File: config.mk
export PLATFORM = sky130hd
export DESIGN_NAME = rr_onehot_arbiter_flat
export DESIGN_NICKNAME = d
export VERILOG_FILES = /design/src/rtl/rr_onehot_arbiter_if.sv /design/src/rtl/rr_onehot_arbiter.sv /design/src/flat_wrapper.sv
export SDC_FILE = /design/constraint.sdc
export NUM_CORES = 1
export LEC_CHECK = 0
export BUFFER_PORTS_ARGS = -buffer_cell sky130_fd_sc_hd__buf_4
export CORE_UTILIZATION = 60
export CTS_CLUSTER_SIZE = 10
export DETAILED_ROUTE_END_ITERATION = 10
export PLACE_DENSITY = 0.83
export SKIP_LAST_GASP = 1
export SYNTH_ARGS = -nofsm -noshare
export SYNTH_HDL_FRONTEND = slang
export SYNTH_SLANG_ARGS = --single-unit
File: constraint.sdc
create_clock -name clk -period 4.38 [get_ports clk]
set_input_delay 0.876 -clock clk [delete_from_list [all_inputs] [get_ports clk]]
set_output_delay 0.876 -clock clk [all_outputs]
set_load 0.02 [all_outputs]
File: src/rtl/rr_onehot_arbiter_if.sv
// Request/grant bundle between the requesters and the round-robin arbiter.
// The master side drives requests; the slave side (arbiter) returns the grant.
interface rr_onehot_arbiter_if;
  logic [7:0] req;
  logic [7:0] gnt;
  logic       gnt_valid;
  logic       timeout;

  modport master (output req, input gnt, input gnt_valid, input timeout);
  modport slave  (input req, output gnt, output gnt_valid, output timeout);
endinterface

File: src/rtl/rr_onehot_arbiter.sv
// Eight-way round-robin arbiter with a registered one-hot grant, a mandatory
// idle gap between grants and an optional maximum-hold timeout.
module rr_onehot_arbiter #(
  parameter int NREQ     = 8,
  parameter int MAX_HOLD = 16,
  parameter int CNT_W    = 16
) (
  input  logic                 clk,
  input  logic                 rst,
  rr_onehot_arbiter_if.slave   bus
);

  if (NREQ != 8) begin : g_bad_nreq
    $error("rr_onehot_arbiter: NREQ must be 8");
  end
  if ((MAX_HOLD >> CNT_W) != 0) begin : g_bad_hold
    $error("rr_onehot_arbiter: MAX_HOLD must be below 2**CNT_W");
  end

  typedef enum logic {
    S_IDLE  = 1'b0,
    S_GRANT = 1'b1
  } state_e;

  localparam logic [CNT_W-1:0] HOLD_LAST = CNT_W'((MAX_HOLD > 0) ? (MAX_HOLD - 1) : 0);
  localparam logic [CNT_W-1:0] HOLD_MAX  = {CNT_W{1'b1}};

  state_e           state_q, state_d;
  logic [2:0]       ptr_q, ptr_d;
  logic [2:0]       idx_q, idx_d;
  logic [7:0]       gnt_q, gnt_d;
  logic             gnt_valid_q;
  logic             timeout_q, timeout_d;
  logic [CNT_W-1:0] hold_cnt_q, hold_cnt_d;
  logic [2:0]       win_s;
  logic [2:0]       cand_s;
  logic             found_s;

  // State register; every output comes straight from a flop.
  always_ff @(posedge clk or posedge rst) begin
    if (rst) begin
      state_q     <= S_IDLE;
      ptr_q       <= 3'd0;
      idx_q       <= 3'd0;
      gnt_q       <= 8'h00;
      gnt_valid_q <= 1'b0;
      timeout_q   <= 1'b0;
      hold_cnt_q  <= {CNT_W{1'b0}};
    end else begin
      state_q     <= state_d;
      ptr_q       <= ptr_d;
      idx_q       <= idx_d;
      gnt_q       <= gnt_d;
      gnt_valid_q <= |gnt_d;
      timeout_q   <= timeout_d;
      hold_cnt_q  <= hold_cnt_d;
    end
  end

  // Priority scan starting at ptr, plus next-state and grant logic.
  always_comb begin
    state_d    = state_q;
    ptr_d      = ptr_q;
    idx_d      = idx_q;
    gnt_d      = gnt_q;
    hold_cnt_d = hold_cnt_q;
    timeout_d  = 1'b0;
    win_s      = ptr_q;
    cand_s     = 3'd0;
    found_s    = 1'b0;

    for (int i = 0; i < 8; i++) begin
      cand_s = ptr_q + 3'(i);
      if (!found_s && bus.req[cand_s]) begin
        win_s   = cand_s;
        found_s = 1'b1;
      end else begin
        found_s = found_s;
      end
    end

    case (state_q)
      S_IDLE: begin
        if (found_s) begin
          gnt_d      = 8'h01 << win_s;
          idx_d      = win_s;
          hold_cnt_d = {CNT_W{1'b0}};
          state_d    = S_GRANT;
        end else begin
          gnt_d = 8'h00;
        end
      end
      S_GRANT: begin
        // A dropped request wins over a timeout landing on the same edge.
        if (!bus.req[idx_q]) begin
          gnt_d   = 8'h00;
          ptr_d   = idx_q + 3'd1;
          state_d = S_IDLE;
        end else if ((MAX_HOLD != 0) && (hold_cnt_q == HOLD_LAST)) begin
          gnt_d     = 8'h00;
          ptr_d     = idx_q + 3'd1;
          timeout_d = 1'b1;
          state_d   = S_IDLE;
        end else if (hold_cnt_q != HOLD_MAX) begin
          hold_cnt_d = hold_cnt_q + CNT_W'(1);
        end else begin
          hold_cnt_d = hold_cnt_q;
        end
      end
      default: begin
        gnt_d   = 8'h00;
        state_d = S_IDLE;
      end
    endcase
  end

  assign bus.gnt       = gnt_q;
  assign bus.gnt_valid = gnt_valid_q;
  assign bus.timeout   = timeout_q;

endmodule

File: src/flat_wrapper.sv
// flat-port wrapper written by rule: the top's interface ports become plain ports
module rr_onehot_arbiter_flat 
#(
  parameter int NREQ     = 8,
  parameter int MAX_HOLD = 16,
  parameter int CNT_W    = 16
)
  (clk, rst, bus_req, bus_gnt, bus_gnt_valid, bus_timeout);
  rr_onehot_arbiter_if bus_i ();
  input  logic clk;
  input  logic rst;
  input wire logic [$bits(bus_i.req)-1:0] bus_req;
  output wire logic [$bits(bus_i.gnt)-1:0] bus_gnt;
  output wire logic [$bits(bus_i.gnt_valid)-1:0] bus_gnt_valid;
  output wire logic [$bits(bus_i.timeout)-1:0] bus_timeout;
  assign bus_i.req = bus_req;
  assign bus_gnt = bus_i.gnt;
  assign bus_gnt_valid = bus_i.gnt_valid;
  assign bus_timeout = bus_i.timeout;
  rr_onehot_arbiter #(.NREQ(NREQ), .MAX_HOLD(MAX_HOLD), .CNT_W(CNT_W)) u_core (.clk(clk), .rst(rst), .bus(bus_i));
endmodule
==> results of run 1 <==
## path summary, 6_finish.rpt
path | cells past startpoint | end
min in group asynchronous | 3 | u_core.hold_cnt_q[8]
max reg2reg | 10 | u_core.bus.gnt[7]
max in group asynchronous | 3 | u_core.ptr_q[0]
max | 10 | u_core.bus.gnt[7]
min reg2reg | 2 | u_core.idx_q[2]
min | 2 | u_core.idx_q[2]
## final cells by class
class	instances	area share, %
multi-input combinational	210	57.19
sequential	33	29.01
timing repair buffer	24	6.330
clock buffer	7	3.033
tap	50	2.198
inverter	9	1.187
clock inverter	1	1.055
## kinds of logic (layout without fill, tap and decap cells)
logic type	after synthesis	after routing	synth area share, %
simple gates	103	103	19.58
compound gates	52	52	15.21
flops	33	33	32.38
mux	31	31	20.22
buf+inv	22	41	3.778
xor+xnor	20	20	6.870
fa+ha+maj	4	4	1.963
## sequential cells by signal, summed over array words and instances (netlist names)
name / flops
u_core.hold_cnt_q: 16
u_core.bus.gnt: 8
u_core.idx_q: 3
u_core.ptr_q: 3
u_core.bus.gnt_valid: 1
u_core.bus.timeout: 1
u_core.state_q: 1
## through the flow
step           area, um2  setup WS (ns)  hold slack [ns]  instances
2_1_floorplan       2550         0.7055           0.4949        265
3_3_place_gp        2730         0.7452           0.5122        326
3_5_place_dp        2730         0.6492           0.5176        326
4_1_cts             2846         0.6477           0.5395        334
5_1_grt             2846         0.3772           0.5534        334
6_report            2846         0.6452           0.5392        334
## worst max-delay path, cell delays in order (launching register included)
cell and delay [ns]:
dfrtp_1 0.34, inv_1 0.09, ha_1 0.60, mux4_2 0.63
mux2_4 0.31, o2bb2ai_4 0.25, a21boi_2 0.20, o221ai_1 0.11
a222oi_1 0.67, nor2b_1 0.14, a32o_1 0.29
## Yosys cell counts, types with 3 or more instances
library cell / count
a21oi_1: 8
xnor2_1: 15
ha_1: 4
nand3b_1: 3
nor2b_1: 3
inv_1: 9
xor2_1: 5
mux2i_1: 9
dfrtp_1: 33
nor4_1: 5
nand4_1: 5
and2_1: 4
o21ai_0: 5
nand2_1: 33
a22o_1: 3
clkbuf_1: 8
nand3_1: 12
mux2_2: 4
mux4_2: 15
nor2_1: 25
a32o_1: 3
o21ai_1: 7
o221ai_1: 3
nand2b_1: 3
## routing by layer
metal | vias to the layer above | GRT usage, % | share of wire, % | routed length [um]
met3 | 10 | 4.899 | 5.2 | 294
met2 | 83 | 45.13 | 48 | 2740
met5 | - | 0 | 0 | 0
li1 | 1016 | - | - | -
met1 | 1055 | 40.88 | 45 | 2536
met4 | 0 | 10.11 | 1.9 | 106
## power by group through the flow
stage | logic, uW | clock network, uW | registers (uW)
final | 1580 | 287 | 447
after global routing | 1720 | 309 | 458
after CTS | 1570 | 294 | 446
after detailed placement | 1550 | 0 | 451
after global placement | 1520 | 0 | 447
after floorplan | 1260 | 0 | 437
==> impl_metrics.py, run 1 <==
metrics = {
    "die": {
        "dieWidth_um": 67.19,
        "pin_count": 20,
        "coreArea_mm2": 0.004029,
        "initial_core_util_pct": 63.29,
        "die_h_um": 67.19,
        "rows": 23,
        "die_area_mm2": 0.004515,
    },
    "critical_path": {
        "r2r-start": "u_core.ptr_q[0]",
        "cp-end-kind": "flip-flop",
        "r2r_setup_slack_ns": 0.65,
        "cp-startpoint": "u_core.ptr_q[0]",
        "crit_fanout": 13,
        "crit_type": "reg2reg",
        "startpoint_type": "flip-flop",
        "worstPathRequired_ns": 4.55,
        "cp.arrival_ns": 3.90,
    },
    "synth": {
        "yosysWarnings": 0,
        "yosysSeqAreaShare_pct": 32.38,
        "synth.area.top_cells": "dfrtp_1 32%, mux4_2 13%, xnor2_1 5.2%",
        "synth_area_mm2": 0.002550,
        "netlist-cell-type-count": 55,
        "syn_inst": 265,
        "synthArstFlopShare_pct": 100.0,
        "ys_ff_latch": 33,
        "synth-edff-count": 0,
        "synth_ff_type": "dfrtp_1",
        "synth_top_area_share_pct": 32.38,
        "syn_area_per_cell_um2": 9.622,
        "syn_nets": 279,
        "yosys.area.top_type": "dfrtp_1",
    },
    "hold_path": {
        "worstHoldStart": "u_core.idx_q[2]",
        "hold_path.class": "reg2reg",
    },
    "sta": {
        "fin_crit_ns": 3.735,
        "hold_viol_final": 0,
        "rsz0062_at_grt": "no",
        "period_share_pct": 85.27,
        "tns_ns": 0,
        "fin_skew_ns": 0.007251,
        "max_freq_mhz": 267.8,
        "tightestPinTransition_ns": 0.8032,
        "final_max_slew_viol_count": 0,
        "setup_viol": 0,
        "relSlewSlack_pct": 46.45,
    },
    "grt": {
        "grt.total_usage_pct": 28.99,
        "antenna_found_initial": 0,
        "grt_pass1_vias": 2047,
        "grt_max_degree": 34,
        "overflow": 0,
        "grt_pass1_wl_mm": 9.777,
    },
    "power_and_ir_drop": {
        "switching_power_uw": 1087,
        "p_int_uw": 1226,
        "switching_share_pct": 47.01,
        "pwr-share-clk_pct": 12.4,
        "power_frac_seq_pct": 19.3,
        "p_comb_share_pct": 68.3,
        "p_total_uw": 2313,
        "leakage_uw": 0.001173,
        "p_per_area_mw_per_mm2": 812.6,
        "vdd_drop_max_uv": 496.1,
    },
    "route": {
        "postRouteAntennaNets": 0,
        "drc_errors": 0,
        "detail_route.iter0.violations": 148,
        "wl_mm": 5.676,
        "first_pass_iters": 4,
        "viasPerCell": 6.479,
        "via_count": 2164,
        "wl_per_cell_um": 16.99,
    },
    "clock_tree": {
        "clk_pin_slew_ns": 0.06,
        "cts_root_buffer": "clkbuf_8",
        "postCtsSetupRepairBufs": 0,
        "clkLatencyLatePin_ns": 0.27,
        "h-tree-depth": 2,
        "ctsHoldBuffers": 0,
        "ctsResizeCount": 0,
        "clock-sinks": 33,
        "clockBufferDepth": 2,
        "cts_buffers": 5,
        "cts_tree": "done",
    },
    "cells_and_area": {
        "final_core_util_pct": 70.65,
        "area_delta_synth_final_pct": 11.63,
        "fin_nets": 297,
        "final_cell_mix": "33 x nand2_1, 33 x dfrtp_1, 25 x nor2_1",
        "final_layout_size_suffix_gt1_share_pct": 19.72,
        "nFillCells": 316,
        "antenna_cells": 0,
        "regArea_um2": 825.8,
        "multi_input_area_mm2": 0.001628,
    },
    "run_status": {
        "outcome": "finished clean",
    },
    "placed_design": {
        "port_buffers": 19,
        "dp_hpwl_mm": 4.021,
        "place_congestion": 0.8957,
    },
    "job": {
        "drv_cap": 0,
    },
}
(Power assumes the default switching activity.)
==> inputs of run 2 (changes only) <==
- MAX_ROUTING_LAYER: not set -> met4
==> run 2 against run 1 <==
Compared with the run above: clock-buffer cell count stayed put; combinational power hardly changed; sequential share of layout area did not move; largest cell class unchanged; critical path type unchanged; clock power is essentially flat; global-route usage grew 0.87 points; worst setup slack worse by 0.0072 ns.
==> impl_metrics.py, run 2 (synthesis results as in run 1) <==
metrics = {
    "power_and_ir_drop": {
        "p_per_area_mw_per_mm2": 812.2,
        "leakage_uw": 0.001173,
        "vdd_drop_max_uv": 495.8,
    },
    "route": {
        "wl_mm": 5.643,
        "postRouteAntennaNets": 0,
        "via_count": 2153,
        "wl_per_cell_um": 16.90,
        "drc_errors": 0,
        "detail_route.iter0.violations": 150,
        "first_pass_iters": 4,
        "viasPerCell": 6.446,
    },
    "die": {
        "dieWidth_um": 67.19,
        "die_h_um": 67.19,
        "coreArea_mm2": 0.004029,
        "initial_core_util_pct": 63.29,
        "rows": 23,
        "die_area_mm2": 0.004515,
        "pin_count": 20,
    },
    "cells_and_area": {
        "antenna_cells": 0,
        "nFillCells": 316,
        "multi_input_area_mm2": 0.001628,
        "area_delta_synth_final_pct": 11.63,
        "final_cell_mix": "33 x nand2_1, 33 x dfrtp_1, 25 x nor2_1",
        "final_layout_size_suffix_gt1_share_pct": 19.72,
        "fin_nets": 297,
        "largest_reg_flops": 16,
        "regArea_um2": 825.8,
        "final_core_util_pct": 70.65,
        "regMostFlops": "u_core.hold_cnt_q",
    },
    "run_status": {
        "outcome": "finished clean",
    },
    "critical_path": {
        "cp-end-kind": "flip-flop",
        "reg2reg_depth": 10,
        "startpoint_type": "flip-flop",
        "r2r_end": "u_core.bus.gnt[7]",
        "cpLargestDelayFamily": "compound AO/OA/AOI/OAI gates",
        "cp_num_buf_inv": 1,
        "crit_fanout": 13,
        "r2r_setup_slack_ns": 0.64,
        "slowest_delay_ns": 0.68,
        "crit_type": "reg2reg",
        "slowest_stage": "a222oi_1",
        "worstPathRequired_ns": 4.55,
        "path_cells": "inv_1, ha_1, mux4_2, mux2_4, o2bb2ai_4, a21boi_2, o221ai_1, a222oi_1, nor2b_1, a32o_1",
        "r2r-start": "u_core.ptr_q[0]",
        "cp.arrival_ns": 3.91,
    },
    "hold_path": {
        "min_path_cells": 2,
        "hold_end": "u_core.idx_q[2]",
        "worstHoldStart": "u_core.idx_q[2]",
        "hold_path.class": "reg2reg",
    },
    "clock_tree": {
        "clk_pin_slew_ns": 0.06,
        "clkLatencyLatePin_ns": 0.27,
        "cts_root_buffer": "clkbuf_8",
        "ctsResizeCount": 0,
        "postCtsSetupRepairBufs": 0,
        "cts_tree": "done",
        "clockBufferDepth": 2,
        "cts_buffers": 5,
        "ctsHoldBuffers": 0,
        "clock-sinks": 33,
        "h-tree-depth": 2,
    },
    "sta": {
        "max_freq_mhz": 267.2,
        "relSlewSlack_pct": 46.67,
        "hold_viol_final": 0,
        "final_max_slew_viol_count": 0,
        "period_share_pct": 85.43,
        "tns_ns": 0,
        "tightestPinTransition_ns": 0.8000,
        "setup_viol": 0,
        "fin_skew_ns": 0.007098,
        "rsz0062_at_grt": "no",
        "fin_crit_ns": 3.742,
    },
    "grt": {
        "overflow": 0,
        "grt_pass1_wl_mm": 9.784,
        "grt_pass1_vias": 2050,
        "antenna_found_initial": 0,
        "grt.total_usage_pct": 29.85,
        "grt_max_degree": 34,
    },
    "placed_design": {
        "place_congestion": 0.9109,
        "dp_hpwl_mm": 4.021,
        "port_buffers": 19,
    },
    "job": {
        "drv_cap": 0,
    },
}
==> run 2: cell counts in the layout (fill, tap and decap cells not counted) <==
Identical to the previous run, type by type.
==> run 2: report_power, final <==
part,switching (uW),total (uW),internal (uW),leakage (uW)
registers,78.7,447,368,0.000442
logic,906,1580,672,0.000673
clock network,102,287,185,0.0000585
==> run 2: layout make-up <==
class | instances | area share (%)
Clock buffer | 7 | 3.033
Inverter | 9 | 1.187
Sequential cell | 33 | 29.01
Tap cell | 50 | 2.198
Multi-Input combinational cell | 210 | 57.19
Clock inverter | 1 | 1.055
Timing Repair Buffer | 24 | 6.330
==> run 2: layer usage <==
layer | vias to the layer above | GRT usage [%] | part of all wire, %
met4 | 0 | 10.11 | 2.0
li1 | 1015 | - | -
met3 | 12 | 4.899 | 4.9
met5 | - | - | 0
met2 | 80 | 45.13 | 48
met1 | 1046 | 40.88 | 45
==> run 2: metrics by stage <==
step | hold WS, ns | power [uW] | cells | worst slack (ns) | instance area, um2
after global routing | 0.5534 | 2487 | 334 | 0.3772 | 2846
after global placement | 0.5122 | 1968 | 326 | 0.7452 | 2730
after detailed placement | 0.5176 | 1998 | 326 | 0.6492 | 2730
after CTS | 0.5395 | 2306 | 334 | 0.6477 | 2846
final | 0.5348 | 2312 | 334 | 0.6380 | 2846
after floorplan | 0.4949 | 1693 | 265 | 0.7055 | 2550
==> run 2: how the worst max path moves through the flow <==
stage,from,endpoint,slack (ns),cells past startpoint
3_3_place_gp,u_core.ptr_q[0],u_core.bus.gnt[7],0.75,10
6_report,u_core.ptr_q[0],u_core.bus.gnt[7],0.64,10
5_1_grt,u_core.ptr_q[0],u_core.bus.gnt[3],0.38,10
2_1_floorplan,u_core.ptr_q[1],u_core.bus.gnt[7],0.71,12
3_5_place_dp,u_core.ptr_q[0],u_core.bus.gnt[3],0.65,10
4_1_cts,u_core.ptr_q[0],u_core.bus.gnt[3],0.65,10
==> run 2: tightest hold or removal path, cell delays in order (launching register included) <==
cell and delay (ns):
dfrtp_1 0.38, nand2_1 0.06, nand2_1 0.06
